--- src/rtl/adc_pkg.sv ---
// Shared types and elaboration helpers for the serial ADC capture block.
package adc_pkg;

  typedef enum logic [1:0] {
    IDLE  = 2'd0,
    SETUP = 2'd1,
    SHIFT = 2'd2,
    DONE  = 2'd3
  } adc_state_t;

  // SCLK periods per conversion frame: discarded lead bits plus kept result bits.
  function automatic int unsigned nbits(input int unsigned lead, input int unsigned samp);
    return lead + samp;
  endfunction

  // Cycles from the accepted start to the adcvalid cycle.
  function automatic int unsigned conv_cycles(input int unsigned clkdiv, input int unsigned nb);
    return clkdiv * (1 + 2 * nb) + 1;
  endfunction

  // Counter width able to hold 0..n-1, never narrower than one bit.
  function automatic int unsigned cnt_width(input int unsigned n);
    return (n <= 1) ? 1 : $clog2(n);
  endfunction

endpackage

--- src/rtl/adc_sample_timer.sv ---
// Free-running sample-rate timer; raises a start request whenever it sits at zero while enabled.
module adc_sample_timer
  import adc_pkg::*;
#(
  parameter int unsigned SAMPLEPERIOD = 1000
) (
  input  logic clock,
  input  logic reset,
  input  logic enable,
  output logic start_req
);

  localparam int unsigned TW = cnt_width(SAMPLEPERIOD);

  logic [TW-1:0] timer_q;
  logic [TW-1:0] timer_d;

  // Count 0..SAMPLEPERIOD-1 while enabled, park at zero otherwise.
  always_comb begin
    timer_d = '0;
    if (enable) begin
      timer_d = (timer_q == TW'(SAMPLEPERIOD - 1)) ? '0 : timer_q + TW'(1);
    end
  end

  // Timer register.
  always_ff @(posedge clock or negedge reset) begin
    if (!reset) begin
      timer_q <= '0;
    end else begin
      timer_q <= timer_d;
    end
  end

  // Request is live in the very first enabled cycle because the timer rests at zero.
  assign start_req = enable && (timer_q == '0);

endmodule

--- src/rtl/adc_spi_capture.sv ---
// Mode-0 SPI master that periodically reads a serial ADC and presents the result to the CPU.
module adc_spi_capture
  import adc_pkg::*;
#(
  parameter int unsigned DWIDTH       = 32,
  parameter int unsigned SAMPLEBITS   = 12,
  parameter int unsigned LEADBITS     = 3,
  parameter int unsigned CLKDIV       = 4,
  parameter int unsigned SAMPLEPERIOD = 1000
) (
  input  logic              clock,
  input  logic              reset,
  input  logic              enable,
  input  logic              adc_miso,
  output logic              adc_cs_n,
  output logic              adc_sclk,
  output logic [DWIDTH-1:0] adcdata,
  output logic              adcvalid,
  output logic              busy,
  output logic              missed
);

  localparam int unsigned NBITS = nbits(LEADBITS, SAMPLEBITS);
  localparam int unsigned DIVW  = cnt_width(CLKDIV);
  localparam int unsigned BITW  = cnt_width(NBITS);

  adc_state_t            state_q, state_d;
  logic [DIVW-1:0]       div_q, div_d;
  logic [BITW-1:0]       bit_q, bit_d;
  logic                  sclk_q, sclk_d;
  logic                  cs_n_q, cs_n_d;
  logic [SAMPLEBITS-1:0] shift_q, shift_d;
  logic [DWIDTH-1:0]     data_q, data_d;
  logic                  valid_q, valid_d;
  logic                  busy_q, busy_d;
  logic                  missed_q, missed_d;
  logic [1:0]            sync_q;
  logic                  miso_s;
  logic                  start_req;

  adc_sample_timer #(
    .SAMPLEPERIOD(SAMPLEPERIOD)
  ) u_timer (
    .clock    (clock),
    .reset    (reset),
    .enable   (enable),
    .start_req(start_req)
  );

  assign miso_s = sync_q[1];

  // Two-flop synchroniser for the ADC data line.
  always_ff @(posedge clock or negedge reset) begin
    if (!reset) begin
      sync_q <= '0;
    end else begin
      sync_q <= {sync_q[0], adc_miso};
    end
  end

  // Frame sequencing: chip-select setup, SCLK half-period divider, bit capture, result handoff.
  always_comb begin
    state_d  = state_q;
    div_d    = div_q;
    bit_d    = bit_q;
    sclk_d   = sclk_q;
    cs_n_d   = cs_n_q;
    shift_d  = shift_q;
    data_d   = data_q;
    valid_d  = 1'b0;
    missed_d = start_req && (state_q != IDLE);

    case (state_q)
      IDLE: begin
        cs_n_d = 1'b1;
        sclk_d = 1'b0;
        if (start_req) begin
          state_d = SETUP;
          cs_n_d  = 1'b0;
          div_d   = '0;
          bit_d   = '0;
        end
      end

      SETUP: begin
        if (div_q == DIVW'(CLKDIV - 1)) begin
          state_d = SHIFT;
          div_d   = '0;
        end else begin
          div_d = div_q + DIVW'(1);
        end
      end

      SHIFT: begin
        if (div_q == DIVW'(CLKDIV - 1)) begin
          div_d = '0;
          if (!sclk_q) begin
            // Rising SCLK: capture; the oldest (lead) bits fall off the top.
            sclk_d  = 1'b1;
            shift_d = SAMPLEBITS'({shift_q, miso_s});
          end else begin
            sclk_d = 1'b0;
            if (bit_q == BITW'(NBITS - 1)) begin
              state_d = DONE;
              cs_n_d  = 1'b1;
              data_d  = DWIDTH'(shift_q);
              valid_d = 1'b1;
            end else begin
              bit_d = bit_q + BITW'(1);
            end
          end
        end else begin
          div_d = div_q + DIVW'(1);
        end
      end

      DONE: begin
        state_d = IDLE;
      end

      default: begin
        state_d = IDLE;
        cs_n_d  = 1'b1;
        sclk_d  = 1'b0;
      end
    endcase

    busy_d = (state_d != IDLE);
  end

  // State and output registers.
  always_ff @(posedge clock or negedge reset) begin
    if (!reset) begin
      state_q  <= IDLE;
      div_q    <= '0;
      bit_q    <= '0;
      sclk_q   <= 1'b0;
      cs_n_q   <= 1'b1;
      shift_q  <= '0;
      data_q   <= '0;
      valid_q  <= 1'b0;
      busy_q   <= 1'b0;
      missed_q <= 1'b0;
    end else begin
      state_q  <= state_d;
      div_q    <= div_d;
      bit_q    <= bit_d;
      sclk_q   <= sclk_d;
      cs_n_q   <= cs_n_d;
      shift_q  <= shift_d;
      data_q   <= data_d;
      valid_q  <= valid_d;
      busy_q   <= busy_d;
      missed_q <= missed_d;
    end
  end

  assign adc_cs_n = cs_n_q;
  assign adc_sclk = sclk_q;
  assign adcdata  = data_q;
  assign adcvalid = valid_q;
  assign busy     = busy_q;
  assign missed   = missed_q;

endmodule
--- config.mk ---
export PLATFORM = sky130hd
export DESIGN_NAME = adc_spi_capture
export DESIGN_NICKNAME = d
export VERILOG_FILES = /design/src/rtl/adc_pkg.sv /design/src/rtl/adc_sample_timer.sv /design/src/rtl/adc_spi_capture.sv
export SDC_FILE = /design/constraint.sdc
export NUM_CORES = 1
export LEC_CHECK = 0
export CORE_ASPECT_RATIO = 0.75
export CORE_MARGIN = 1.5
export CORE_UTILIZATION = 40
export DETAILED_ROUTE_END_ITERATION = 8
export PLACE_DENSITY = 0.68
export SLEW_MARGIN = 20
export SYNTH_ARGS = -nofsm -noshare
export SYNTH_HDL_FRONTEND = slang
export SYNTH_HIERARCHICAL = 1
export SYNTH_SLANG_ARGS = --single-unit
--- constraint.sdc ---
create_clock -name clock -period 1.97 [get_ports clock]
set_clock_uncertainty 0.05 [all_clocks]
set_input_delay 0.2955 -clock clock [delete_from_list [all_inputs] [get_ports clock]]
set_output_delay 0.2955 -clock clock [all_outputs]
set_load 0.05 [all_outputs]
==> results.tsv, run 1 <==
metric	value	unit
areaGrowthSynthToFinish	20.07	%
floorplan.initialDensity	41.41	%
fp.coreArea	0.005826	mm²
avgSynthCellArea	11.54	µm²
maxCapViolations	0	
port-buffer-count	20	
async_reset_ff_share	100.0	%
worst_slew_margin_rel	58.08	%
firstDrtPassIters	4	
required	2.15	ns
ir_drop	0.0003809	V
num_antenna_cells	0	
n_fill_cell	559	
setup_viol	0	
grt_pass1_vias	1551	
vias	1571	
status	finished clean	
gp_congestion	0.8647	
path_max_fanout	6	
antenna_found_initial	0	
maxSlewViolCount	0	
mostFrequentLayoutCell	dfrtp_1	
synth_edf_count	0	
slowest_stage	or4_4	
final_cells	328	
synth_cell_type_count	46	
crit_chain	or4_4 > nor4_4 > nor2b_4 > or3b_4 > mux2i_1	
rsz0062_at_grt	yes	
netlist_instances	209	
synth_flop_cell	dfrtp_1	
drive_gt1_share	26.80	%
gr-total-overflow	0	
synth_area	0.002412	mm²
cpPeakStageDelay	0.55	ns
rows	24	
synth_top_area_share	49.79	%
min_period	1.946	ns
ios	41	
arrival	2.12	ns
viasPerCell	4.790	
power	0.002703	W
final_cell_mix	dfrtp_1 (48), mux2_2 (24), conb_1 (20)	
critPathKind	reg -> reg	
place_inst	318	
min_path_type	reg -> reg	
final_hold_viol_count	0	
p_leak	1.373	nW
synth_area_leader_cell	dfrtp_1	
cts_sinks	49	
dieArea	0.006511	mm²
cts_buffers	5	
cts_buffer_depth	2	
yosys_warnings	6	
ant_nets	0	
htreeDepth	2	
cts_tree	done	
grt_usage	14.59	%
critPathLaunchType	flip-flop	
power_density	933.2	mW/mm²
cts_root_buffer	clkbuf_8	
clk_pin_slew	0.09	ns
fmax	513.8	MHz
worst_pin_slew	0.6287	ns
nets	261	
place_hpwl	3.054	mm
synth_top_cells_by_area	dfrtp_1 (50%), mux2_2 (11%), buf_4 (6.5%), ha_1 (4.1%), inv_1 (2.2%)	
fp.dieH	70.26	µm
die_w	92.67	µm
grt_pass1_wl	7.410	mm
drt_iter0_drc	51	
avgRoutedWirePerCell	12.98	µm
ys_ff_latch	49	
synth-seq-area-share	50.88	%
drc	0	
end_kind	flip-flop	
clk_latency	0.30	ns
grt_max_degree	28	
r2r_slack	0.02	ns
wirelength	4.258	mm
period_share	98.79	%
-- timing repair --
action,4_1_cts,5_1_grt
resized for setup,4,4
setup endpoints to repair,2,6
hold endpoints to repair,24,0
hold buffers,1,0
buffers inserted,0,1
pin swaps,0,1
-- state kept, by name (all words and copies together) (netlist names) --
register / cells
bit_q: 4
adcdata: 12
state_q: 2
adc_sclk: 1
adc_cs_n: 1
shift_q: 12
adcvalid: 1
div_q: 2
sync_q: 2
busy: 1
missed: 1
u_timer/timer_q: 10
-- kinds of logic (layout without fill, tap and decap cells) --
logic type | after synthesis | in the layout | synth area share, %
muxes | 25 | 25 | 11.62
adders and majority gates | 8 | 8 | 4.150
other | 1 | 20 | 0.1555
AOI/OAI and AO/OA | 31 | 31 | 9.595
xor gates and xnor gates | 4 | 4 | 1.453
buffers and inverters | 39 | 61 | 9.491
and+or+nand+nor | 52 | 52 | 12.66
DFF | 49 | 49 | 50.88
-- worst max-delay path: cells and delay by family, from the launching register on --
family | cells | cell delay (ns)
mux | 1 | 0.14
flops | 1 | 0.40
simple gates | 4 | 1.29
-- power breakdown --
part / total (W) / internal (W) / leakage [nW] / switching [W]
combinational: 0.000812 / 0.000319 / 0.648 / 0.000492
clock: 0.000739 / 0.000414 / 0.0585 / 0.000325
sequential: 0.00115 / 0.00109 / 0.666 / 0.0000631
total: 0.00270 / 0.00182 / 1.37 / 0.000880
-- metal layers --
layer | vias up | GRT usage, % | share of wire (%)
met1 | 760 | 20.92 | 51
met2 | 25 | 21.16 | 44
met3 | 8 | 3.377 | 3.2
met4 | 0 | 6.061 | 1.8
li1 | 778 | - | -
met5 | - | 0 | 0
-- final cells by class --
class	instances	area [µm²]	area share [%]
flip-flops and latches	49	1227	42.38
multi-input cells	140	1067	36.85
repair buffers	38	331.6	11.45
well taps	78	97.59	3.369
inverters	15	56.30	1.944
clock inverters	1	30.03	1.037
clock buffers	7	86.33	2.981
-- final timing paths --
path                               startpoint          to  depth (start not counted)
setup / recovery           u_timer/timer_q[7]    bit_q[0]                          5
hold / removal                      sync_q[0]   sync_q[1]                          0
setup reg to reg           u_timer/timer_q[7]    bit_q[0]                          5
hold reg to reg                     sync_q[0]   sync_q[1]                          0
max in group asynchronous               reset  adcdata[9]                          3
min in group asynchronous               reset    bit_q[2]                          2
-- through the flow --
stage | util, % | cell area (µm²) | setup slack [ns] | setup TNS, ns | hold WS (ns)
3_5_place_dp | 46.97 | 2736 | -0.04844 | -0.08283 | 0.2887
2_1_floorplan | - | 2501 | 0.01848 | 0 | -0.05009
6_report | 49.72 | 2897 | 0.02382 | 0 | 0.3046
4_1_cts | 49.33 | 2874 | 0.002142 | 0 | 0.3109
3_3_place_gp | 46.97 | 2736 | -0.01359 | -0.02213 | 0.2852
5_1_grt | 49.72 | 2897 | -0.07828 | -0.2590 | 0.3258
-- synthesized netlist by cell type (3+ instances only) --
| master | number |
|---|---|
| nand2b_1 | 3 |
| nor2b_1 | 3 |
| or3_1 | 3 |
| o211ai_1 | 6 |
| mux2_2 | 24 |
| inv_1 | 14 |
| buf_2 | 3 |
| ha_1 | 8 |
| dfrtp_1 | 48 |
| nand4_1 | 3 |
| nor2_1 | 11 |
| or4_1 | 3 |
| nand3_1 | 6 |
| a21oi_1 | 4 |
| nand2_1 | 8 |
| buf_4 | 21 |
| o21ai_0 | 5 |
(Power assumes the default switching activity.)
==> run 2, diff against run 1 <==
--- a/config.mk
+++ b/config.mk
@@ -5,6 +5,7 @@
 export SDC_FILE = /design/constraint.sdc
 export NUM_CORES = 1
 export LEC_CHECK = 0
+export ABC_CLOCK_PERIOD_IN_PS = 1970
 export CORE_ASPECT_RATIO = 0.75
 export CORE_MARGIN = 1.5
 export CORE_UTILIZATION = 40
==> results of run 2 <==
Same layout as run 1: the final DEF is identical, and so are final timing and power.
